$ cat src/rtl/balance_pkg.sv
// Shared types, widths and saturation helper for the balance controller.
// Latency: n/a (declarations only).
// Backpressure: n/a.
package balance_pkg;

  typedef enum logic {
    IDLE = 1'b0,
    RUN  = 1'b1
  } state_t;

  localparam int ERR_W     = 10;
  localparam int INTEG_W   = 18;
  localparam int SPD_W     = 12;
  localparam int DIFF_W    = 7;
  localparam int PID_W     = 16;
  localparam int SPD_MAX   = 2047;
  localparam int SPD_MIN   = -2048;
  localparam int SOFT_STEP = 16;

  // Clamp a signed value into the range of a width-bit two's complement number.
  function automatic logic signed [31:0] sat_signed(input logic signed [31:0] value,
                                                    input int width);
    logic signed [31:0] hi;
    logic signed [31:0] lo;
    hi = (32'sd1 <<< (width - 1)) - 32'sd1;
    lo = -(32'sd1 <<< (width - 1));
    if (value > hi) return hi;
    else if (value < lo) return lo;
    else return value;
  endfunction

endpackage

$ cat src/rtl/ptch_d_queue.sv
// Shift register of past pitch errors; oldest tap feeds the derivative term.
// Latency: push visible on oldest after DEPTH pushes.
// Backpressure: none; push is accepted every cycle it is asserted, clr wins over push.
module ptch_d_queue #(
  parameter int DEPTH = 2,
  parameter int W     = 10
) (
  input  logic                clk,
  input  logic                rst_n,
  input  logic                push,
  input  logic                clr,
  input  logic signed [W-1:0] din,
  output logic signed [W-1:0] oldest
);

  logic signed [W-1:0] q_q [DEPTH];

  // Shift new error in at the head; clearing zeroes the whole history.
  always_ff @(posedge clk or negedge rst_n) begin
    if (!rst_n) begin
      for (int i = 0; i < DEPTH; i++) q_q[i] <= '0;
    end else if (clr) begin
      for (int i = 0; i < DEPTH; i++) q_q[i] <= '0;
    end else if (push) begin
      q_q[0] <= din;
      for (int i = 1; i < DEPTH; i++) q_q[i] <= q_q[i-1];
    end
  end

  assign oldest = q_q[DEPTH-1];

endmodule

$ cat src/rtl/balance_pid.sv
// Saturating PID balance controller with load-cell steering; BALANCE_SOFT_START_EN adds a ramping speed limit.
// Latency: speed outputs and spd_vld update 2 clocks after vld; fully pipelined at one vld per clock.
// Backpressure: none; every vld is consumed, rider_off discards in-flight work and zeroes outputs.
module balance_pid
  import balance_pkg::*;
#(
  // Kept as signed ints so the products with signed operands stay signed.
  parameter int P_COEFF       = 12,
  parameter int D_COEFF       = 7,
  parameter int D_QUEUE_DEPTH = 2,
  parameter int FAST_THRESH   = 1792
) (
  input  logic                    clk,
  input  logic                    rst_n,
  input  logic                    vld,
  input  logic signed [15:0]      ptch,
  input  logic signed [11:0]      ld_cell_diff,
  input  logic                    rider_off,
  input  logic                    en_steer,
  output logic signed [SPD_W-1:0] lft_spd,
  output logic signed [SPD_W-1:0] rght_spd,
  output logic                    spd_vld,
  output logic                    too_fast
);

  state_t                    state_q, state_d;
  logic                      clr, go;
  logic signed [ERR_W-1:0]   err_d, err_q, oldest;
  logic signed [INTEG_W-1:0] integ_sum, integ_d, integ_q;
  logic signed [DIFF_W-1:0]  diff_d, diff_q;
  logic                      s1_vld_q, s1_run_q;
  logic signed [31:0]        pid_d, steer_d, lft_c, rght_c;
  logic signed [SPD_W-1:0]   lft_d, rght_d, lft_q, rght_q;
  logic                      fast_d, too_fast_q, spd_vld_q;
`ifdef BALANCE_SOFT_START_EN
  logic [SPD_W-1:0]          limit_q;
  logic signed [31:0]        lim;
`endif

  // Idle whenever the rider is absent this cycle or the FSM has not yet entered RUN.
  assign clr = rider_off || (state_q == IDLE);
  assign go  = vld && !clr;

  // Rider presence FSM: next state follows rider_off directly.
  always_comb begin
    state_d = state_q;
    if (state_q == IDLE) begin
      if (!rider_off) state_d = RUN;
    end else begin
      if (rider_off) state_d = IDLE;
    end
  end

  // FSM state register.
  always_ff @(posedge clk or negedge rst_n) begin
    if (!rst_n) state_q <= IDLE;
    else        state_q <= state_d;
  end

  ptch_d_queue #(
    .DEPTH (D_QUEUE_DEPTH),
    .W     (ERR_W)
  ) u_d_queue (
    .clk    (clk),
    .rst_n  (rst_n),
    .push   (go),
    .clr    (clr),
    .din    (err_d),
    .oldest (oldest)
  );

  // Stage 1 math: saturated error, overflow-holding integrator, saturated derivative.
  always_comb begin
    err_d     = ERR_W'(sat_signed(32'(ptch), ERR_W));
    integ_sum = integ_q + INTEG_W'(err_d);
    integ_d   = integ_sum;
    if ((integ_q[INTEG_W-1] == err_d[ERR_W-1]) && (integ_sum[INTEG_W-1] != integ_q[INTEG_W-1]))
      integ_d = integ_q;
    diff_d    = DIFF_W'(sat_signed(32'(err_d) - 32'(oldest), DIFF_W));
  end

  // Stage 1 registers; s1_run_q marks samples that were taken while running.
  always_ff @(posedge clk or negedge rst_n) begin
    if (!rst_n) begin
      err_q    <= '0;
      integ_q  <= '0;
      diff_q   <= '0;
      s1_vld_q <= 1'b0;
      s1_run_q <= 1'b0;
    end else begin
      s1_vld_q <= vld;
      s1_run_q <= go;
      if (clr) begin
        err_q   <= '0;
        integ_q <= '0;
        diff_q  <= '0;
      end else if (go) begin
        err_q   <= err_d;
        integ_q <= integ_d;
        diff_q  <= diff_d;
      end
    end
  end

`ifdef BALANCE_SOFT_START_EN
  // Soft-start limit: restarts at zero when idle, ramps per accepted sample.
  always_ff @(posedge clk or negedge rst_n) begin
    if (!rst_n) begin
      limit_q <= '0;
    end else if (clr) begin
      limit_q <= '0;
    end else if (go) begin
      if (int'(limit_q) > SPD_MAX - SOFT_STEP) limit_q <= SPD_W'(SPD_MAX);
      else                                     limit_q <= limit_q + SPD_W'(SOFT_STEP);
    end
  end
`endif

  // Stage 2 math: PID sum, steering split, clamp to the speed range.
  always_comb begin
    pid_d   = sat_signed(P_COEFF * 32'(err_q) + 32'(integ_q >>> 6) + D_COEFF * 32'(diff_q), PID_W);
    steer_d = en_steer ? 32'(ld_cell_diff >>> 3) : 32'sd0;
    lft_c   = sat_signed(pid_d - steer_d, SPD_W);
    rght_c  = sat_signed(pid_d + steer_d, SPD_W);
`ifdef BALANCE_SOFT_START_EN
    lim = 32'(limit_q);
    if (lft_c > lim)        lft_c = lim;
    else if (lft_c < -lim)  lft_c = -lim;
    if (rght_c > lim)       rght_c = lim;
    else if (rght_c < -lim) rght_c = -lim;
`endif
    fast_d = (lft_c > FAST_THRESH) || (lft_c < -FAST_THRESH) ||
             (rght_c > FAST_THRESH) || (rght_c < -FAST_THRESH);
    lft_d  = SPD_W'(lft_c);
    rght_d = SPD_W'(rght_c);
  end

  // Stage 2 registers: outputs zero while idle, update on each result, otherwise hold.
  always_ff @(posedge clk or negedge rst_n) begin
    if (!rst_n) begin
      lft_q      <= '0;
      rght_q     <= '0;
      too_fast_q <= 1'b0;
      spd_vld_q  <= 1'b0;
    end else begin
      spd_vld_q <= s1_vld_q;
      if (clr || (s1_vld_q && !s1_run_q)) begin
        lft_q      <= '0;
        rght_q     <= '0;
        too_fast_q <= 1'b0;
      end else if (s1_vld_q) begin
        lft_q      <= lft_d;
        rght_q     <= rght_d;
        too_fast_q <= fast_d;
      end
    end
  end

  assign lft_spd  = lft_q;
  assign rght_spd = rght_q;
  assign too_fast = too_fast_q;
  assign spd_vld  = spd_vld_q;

endmodule

$ cat config.mk
export PLATFORM = sky130hd
export DESIGN_NAME = balance_pid
export DESIGN_NICKNAME = d
export VERILOG_FILES = /design/src/rtl/balance_pkg.sv /design/src/rtl/ptch_d_queue.sv /design/src/rtl/balance_pid.sv
export SDC_FILE = /design/constraint.sdc
export NUM_CORES = 1
export LEC_CHECK = 0
export ABC_AREA = 1
export CELL_PAD_IN_SITES_DETAIL_PLACEMENT = 0
export CELL_PAD_IN_SITES_GLOBAL_PLACEMENT = 1
export CORE_ASPECT_RATIO = 0.8
export CORE_MARGIN = 2
export CORE_UTILIZATION = 46
export CTS_BUF_LIST = sky130_fd_sc_hd__clkbuf_8
export DETAILED_ROUTE_END_ITERATION = 16
export PLACE_DENSITY_LB_ADDON = 0.1
export SLEW_MARGIN = 20
export SYNTH_ARGS = -nofsm -noshare
export SYNTH_HDL_FRONTEND = slang
export SYNTH_SLANG_ARGS = --single-unit
$ cat constraint.sdc
create_clock -name clk -period 11.85 [get_ports clk]
set_clock_uncertainty 0.1 [all_clocks]
set_input_delay 3.555 -clock clk [delete_from_list [all_inputs] [get_ports clk]]
set_output_delay 3.555 -clock clk [all_outputs]
set_load 0.01 [all_outputs]
==> results of run 1 <==
## power by group
group,leakage (nW),switching (W),total [W],internal [W]
combinational,4.44,0.000668,0.000963,0.000295
sequential,1.01,0.0000118,0.000274,0.000262
clock,0.111,0.000121,0.000225,0.000104
total,5.56,0.000801,0.00146,0.000661
## final cells by class
class	count	area, um^2	area share, %
multi-input cells	945	6120	61.1
flip-flops and latches	74	1850	18.5
inverters	250	938	9.38
repair buffers	56	556	5.55
well taps	258	323	3.23
clock buffers	9	124	1.24
clock inverters	7	95.1	0.951
## sequential cells by signal (all words and copies together) (netlist names)
name,cells
s1_run_q,1
state_q,1
spd_vld,1
u_d_queue.q_q,10
too_fast,1
diff_q,7
u_d_queue.oldest,10
integ_q,18
lft_spd,12
s1_vld_q,1
rght_spd,12
## synthesized netlist by cell type (all sizes together), types with 2 or more instances
library cell    n  area share [%]
nand3          78             4.4
inv           249              10
ha            114              16
fa             37             8.2
a31oi           3            0.21
o31ai           7            0.58
a21o           20             1.7
clkbuf         13            0.54
o211ai          8            0.66
nor3           20             1.2
nor4            3            0.21
nand2         306              13
a32o            3            0.33
and2            3            0.21
dfrtp          74              20
o21bai          8            0.66
buf            13            0.97
o21ai          66             3.8
a22o            2            0.19
a21oi         120             6.8
o2111ai         2            0.19
o22ai          22             1.5
nor2           62             2.8
or2             5            0.35
xor2           18             1.7
nand4          17             1.2
xnor2          15             1.5
## worst register-to-register path, delay by kind of cell (launching register included)
kind | cells | cell delay [ps]
DFF | 1 | 420
and+or+nand+nor | 25 | 3300
xor gates and xnor gates | 2 | 280
buffers and inverters | 4 | 490
adders and majority gates | 9 | 3700
AOI/OAI and AO/OA | 10 | 1780
## path summary, 6_finish.rpt
check,start,endpoint
max,u_d_queue.q_q[11],too_fast
min,s1_vld_q,spd_vld
max reg2reg,u_d_queue.q_q[11],too_fast
min reg2reg,s1_vld_q,spd_vld
max in group asynchronous,rst_n,u_d_queue.q_q[12]
min in group asynchronous,rst_n,integ_q[6]
## routing by layer
metal / track usage [%] / up-vias / share of wire [%]
li1: - / 4318 / -
met1: 40.7 / 3717 / 57
met2: 32.2 / 188 / 37
met3: 4.55 / 10 / 5.6
met4: 3.78 / 0 / 0.66
met5: 0 / - / 0
## layout by cell type (no fill, tap or decap), drive strengths merged
| master | netlist | routed |
|---|---|---|
| bufinv | 0 | 1 |
| a21o | 20 | 20 |
| or2 | 5 | 5 |
| o211ai | 8 | 8 |
| xor2 | 18 | 18 |
| o41ai | 1 | 1 |
| a22oi | 1 | 1 |
| and2 | 3 | 3 |
| o2111ai | 2 | 2 |
| nand2 | 306 | 306 |
| ha | 114 | 114 |
| a21oi | 120 | 120 |
| nand3b | 1 | 1 |
| o22ai | 22 | 22 |
| clkinv | 1 | 3 |
| clkdlybuf4s50 | 0 | 54 |
| nor2 | 62 | 62 |
| o21a | 1 | 1 |
| or4 | 1 | 1 |
| a32o | 3 | 3 |
| fa | 37 | 37 |
| o21bai | 8 | 8 |
| nand4 | 17 | 17 |
| o21ai | 66 | 66 |
| dfrtp | 74 | 74 |
| clkbuf | 13 | 9 |
| a22o | 2 | 2 |
| nand3 | 78 | 78 |
| inv | 249 | 253 |
| o2111a | 1 | 1 |
| nor4 | 3 | 3 |
| a31oi | 3 | 3 |
| o31ai | 7 | 7 |
| buf | 13 | 2 |
| xnor2 | 15 | 15 |
| nor3 | 20 | 20 |
## metrics by stage
step	area (um^2)	setup WS, ps
after CTS	10000	1840
final	10000	1710
after detailed placement	9780	1870
after floorplan	9040	3670
after global placement	9780	1870
after global routing	10000	819
## kinds of logic after synthesis
logic type      share of synthesized area [%]
simple gates                             23.4
flops                                    20.5
buf+inv                                  11.9
fa+ha+maj                                24.0
compound gates                           17.0
xor+xnor                                 3.20
==> results.cfg, run 1 <==
[layout]
layout.cells.non_filler = 1599
fillCellCount = 1964
final_core_util_pct = 52.3
nNetsFinal = 1520
final_layout_size_suffix_gt1_share_pct = 4.55
syn_to_final_growth_pct = 10.6
antenna_cells = 0

[critical_path]
cp-start-kind = register
max_stage_delay_ps = 670
endpoint_kind = register
reg2reg_depth = 50
critPathKind = register to register
path_delay_family = adder cells
cp_common_cell = nand2_1
cp.buffers_inverters = 4
worstPathMaxFanout = 12
arrival_ps = 10330
required_ps = 12040
cp_slowest_cell = nor2_1
rrSetupSlack_ps = 1710
crit_cells = 50

[die]
dieArea_um2 = 20800
fp.dieH_um = 129
die_w_um = 161
start_util_pct = 47.2
io_pins = 59
row_count = 45
coreArea_um2 = 19100

[detailed_routing]
wl_per_cell_um = 15.2
drtIter0Drc = 646
viasPerCell = 5.15
drtPass1Iterations = 7
route.detailed.drc = 0
via_count = 8233
drt-total-wl_um = 24200
ant_nets = 0

[synth]
synthCells = 1295
seq_area_frac_synth_pct = 20.5
synthFlopType = dfrtp_1
netlist_area_um2 = 9040
ys_ff_latch = 74
syn_nets = 1479
synth.avg_cell_area_um2 = 6.98
synth_cell_types = 44
yosysWarnings = 0
async_flop_share_pct = 100
synth-edff-count = 0

[pwr]
totalPowerFinal_w = 0.00146
p_leak_nw = 5.56
vdd.ir_drop.worst_mv = 0.0707
power.density_nw_per_um2 = 146

[clock_tree]
h-tree-depth = 3
cts_buffer_depth = 2
ctsResizeCount = 0
cts_made_buffers = 9
clk_pin_slew_ps = 100
cts.sinks = 74
cts_root_buf = clkbuf_8
ctsHoldBuffers = 0
clkLatencyLatePin_ps = 390
post-cts-setup-buffers = 0
cts_tree = yes

[place]
placedCellCount = 1583
hpwl_um = 20000
gp_congestion = 0.915
portBuffers = 55

[timing]
slew_violations = 0
max_freq_mhz = 98.6
whs_ps = 329
rsz0062_at_grt = no
finalSetupViolCount = 0
hold_viol = 0
slew_headroom_pct = 30.0
worstMarginPinSlew_ps = 1050
fin_crit_ps = 10140
post-route-period-util_pct = 85.6
setup_tns_ps = 0

[global_route]
track_usage_pct = 24.4
grt_pass1_wl_um = 40000
grt_pass1_vias = 7595
grt_antenna_before_repair = 0
grt_overflow_total = 0
grt_start_max_net_pins = 75

[worst_hold_path]
hold_class = register to register
hold_path_depth = 0

[job]
cap_violations = 0

[status]
outcome = completed
Note: power is estimated with default switching activity, not from simulation.
==> inputs of run 2 (changes only) <==
CELL_PAD_IN_SITES_DETAIL_PLACEMENT = not set   (was 0)
CELL_PAD_IN_SITES_GLOBAL_PLACEMENT = not set   (was 1)
CORE_UTILIZATION = 63   (was 46)
CTS_CLUSTER_DIAMETER = 120   (was not set)
==> run 2 against run 1 <==
  * Clock-buffer cell count grew 1
  * Setup slack lost 160 ps
  * Non-clock buffer count is the same
  * Clock power shrank 4%
  * Core utilization grew 18 points
  * Routed wire length shrank 3.9%
  * Die area shrank 26%
  * Sequential cell count is the same
  * Fmax shrank 1.5%
  * First-iteration DRC count grew 15%
  * Sequential share of layout area grew 0.19 points
  * Power shrank 1.2%
  * Critical path type unchanged
==> results.cfg, run 2 (same netlist as run 1, synthesis figures left out) <==
[status]
outcome = completed

[clock_tree]
ctsHoldBuffers = 0
cts_root_buf = clkbuf_8
clkLatencyLatePin_ps = 380
cts_buffer_depth = 2
post-cts-setup-buffers = 0
cts_tree = yes
cts.sinks = 74
ctsResizeCount = 0
clk_pin_slew_ps = 90
cts_made_buffers = 9
h-tree-depth = 3

[timing]
setup_tns_ps = 0
whs_ps = 300
max_freq_mhz = 97.0
fin_crit_ps = 10300
slew_headroom_pct = 37.3
post-route-period-util_pct = 87.0
finalSetupViolCount = 0
worstMarginPinSlew_ps = 940
hold_viol = 0
rsz0062_at_grt = no
slew_violations = 0

[global_route]
grt_antenna_before_repair = 0
grt_pass1_vias = 8133
busiest_layer = met1
grt_overflow_total = 0
grt_start_max_net_pins = 75
grt_use_met1_pct = 53.2
grt_pass1_wl_um = 39500
met3_usage_pct = 6.90
grt_use_met2_pct = 43.9
track_usage_pct = 32.7

[critical_path]
worstPathMaxFanout = 12
required_ps = 12030
cp-start-kind = register
cp_common_cell = nand2_1
arrival_ps = 10480
endpoint_kind = register
cp_slowest_cell = nor2_1
max_stage_delay_ps = 660
critPathKind = register to register

[layout]
regMostFlops = integ_q
layout.cells.non_filler = 1525
largest_register_ff_count = 18
syn_to_final_growth_pct = 9.51
fillCellCount = 1259
nNetsFinal = 1520
final_cell_mix = nand2_1, inv_1, a21oi_1, ha_1, nand3_1
antenna_cells = 0
final_common_cell = nand2_1
final_layout_size_suffix_gt1_share_pct = 4.55

[detailed_routing]
drtPass1Iterations = 7
viasPerCell = 5.63
wl_per_cell_um = 15.3
ant_nets = 0
via_count = 8586
drt-total-wl_um = 23300
route.detailed.drc = 0
drtIter0Drc = 744

[pwr]
pwr-share-clk_pct = 14.9
switching_share_pct = 54.1
power_frac_seq_pct = 18.9
vdd.ir_drop.worst_mv = 0.101
p_leak_nw = 5.55
p_switching_w = 0.000781
combPwrFrac_pct = 66.2
p_int_w = 0.000663
power.density_nw_per_um2 = 146

[place]
placedCellCount = 1509
portBuffers = 55
gp_congestion = 0.987
hpwl_um = 18800

[die]
coreArea_um2 = 14200
die_w_um = 138
fp.dieH_um = 111
io_pins = 59
dieArea_um2 = 15300
start_util_pct = 63.9
row_count = 39

[job]
cap_violations = 0

[worst_hold_path]
hold_class = register to register
[run 2: path summary, 6_finish.rpt]
| check | startpoint | end | slack [ps] | cells past startpoint |
|---|---|---|---|---|
| worst max-delay path | u_d_queue.q_q[11] | too_fast | 1550 | 50 |
| worst min-delay path | s1_vld_q | spd_vld | 300 | 0 |
| worst max register to register | u_d_queue.q_q[11] | too_fast | 1550 | 50 |
| worst min register to register | s1_vld_q | spd_vld | 300 | 0 |
| max in group asynchronous | rst_n | u_d_queue.q_q[11] | 7830 | 1 |
| min in group asynchronous | rst_n | integ_q[2] | 3220 | 1 |
[run 2: worst max-delay path: cells and delay by family (launching register included)]
family | cells | cell delay [ps]
simple gates | 25 | 3410
fa+ha+maj | 9 | 3720
flops | 1 | 430
buf+inv | 4 | 510
compound gates | 10 | 1730
xor+xnor | 2 | 290
[run 2: stage by stage]
step | setup slack, ps | power, W | instance area, um^2 | util, %
after floorplan | 3670 | 0.000980 | 9040 | -
after global placement | 1970 | 0.00119 | 9690 | 68.5
after detailed placement | 1780 | 0.00120 | 9690 | 68.5
after CTS | 1750 | 0.00142 | 9900 | 70.0
after global routing | 887 | 0.00158 | 9900 | 70.0
final | 1550 | 0.00144 | 9900 | 70.0
[run 2: power groups by stage]
| stage | clock (W) | combinational (W) | sequential, W |
|---|---|---|---|
| 2_1_floorplan | 0 | 0.000704 | 0.000275 |
| 3_3_place_gp | 0 | 0.000910 | 0.000278 |
| 3_5_place_dp | 0 | 0.000918 | 0.000278 |
| 4_1_cts | 0.000220 | 0.000927 | 0.000273 |
| 5_1_grt | 0.000230 | 0.00108 | 0.000274 |
| 6_report | 0.000215 | 0.000957 | 0.000273 |
[run 2: cell type report]
type,count,area (um^2),area share [%]
tap,184,230,2.32
multi-input combinational,945,6120,61.8
clock buffer,10,138,1.39
timing repair buffer,56,556,5.61
sequential,74,1850,18.7
clock inverter,6,72.6,0.733
inverter,250,938,9.48
[run 2: per-layer routing]
| layer | routed length (um) | part of all wire, % |
|---|---|---|
| met5 | 0 | 0 |
| met4 | 309 | 1.3 |
| met2 | 8880 | 38 |
| met1 | 12100 | 52 |
| met3 | 1950 | 8.4 |
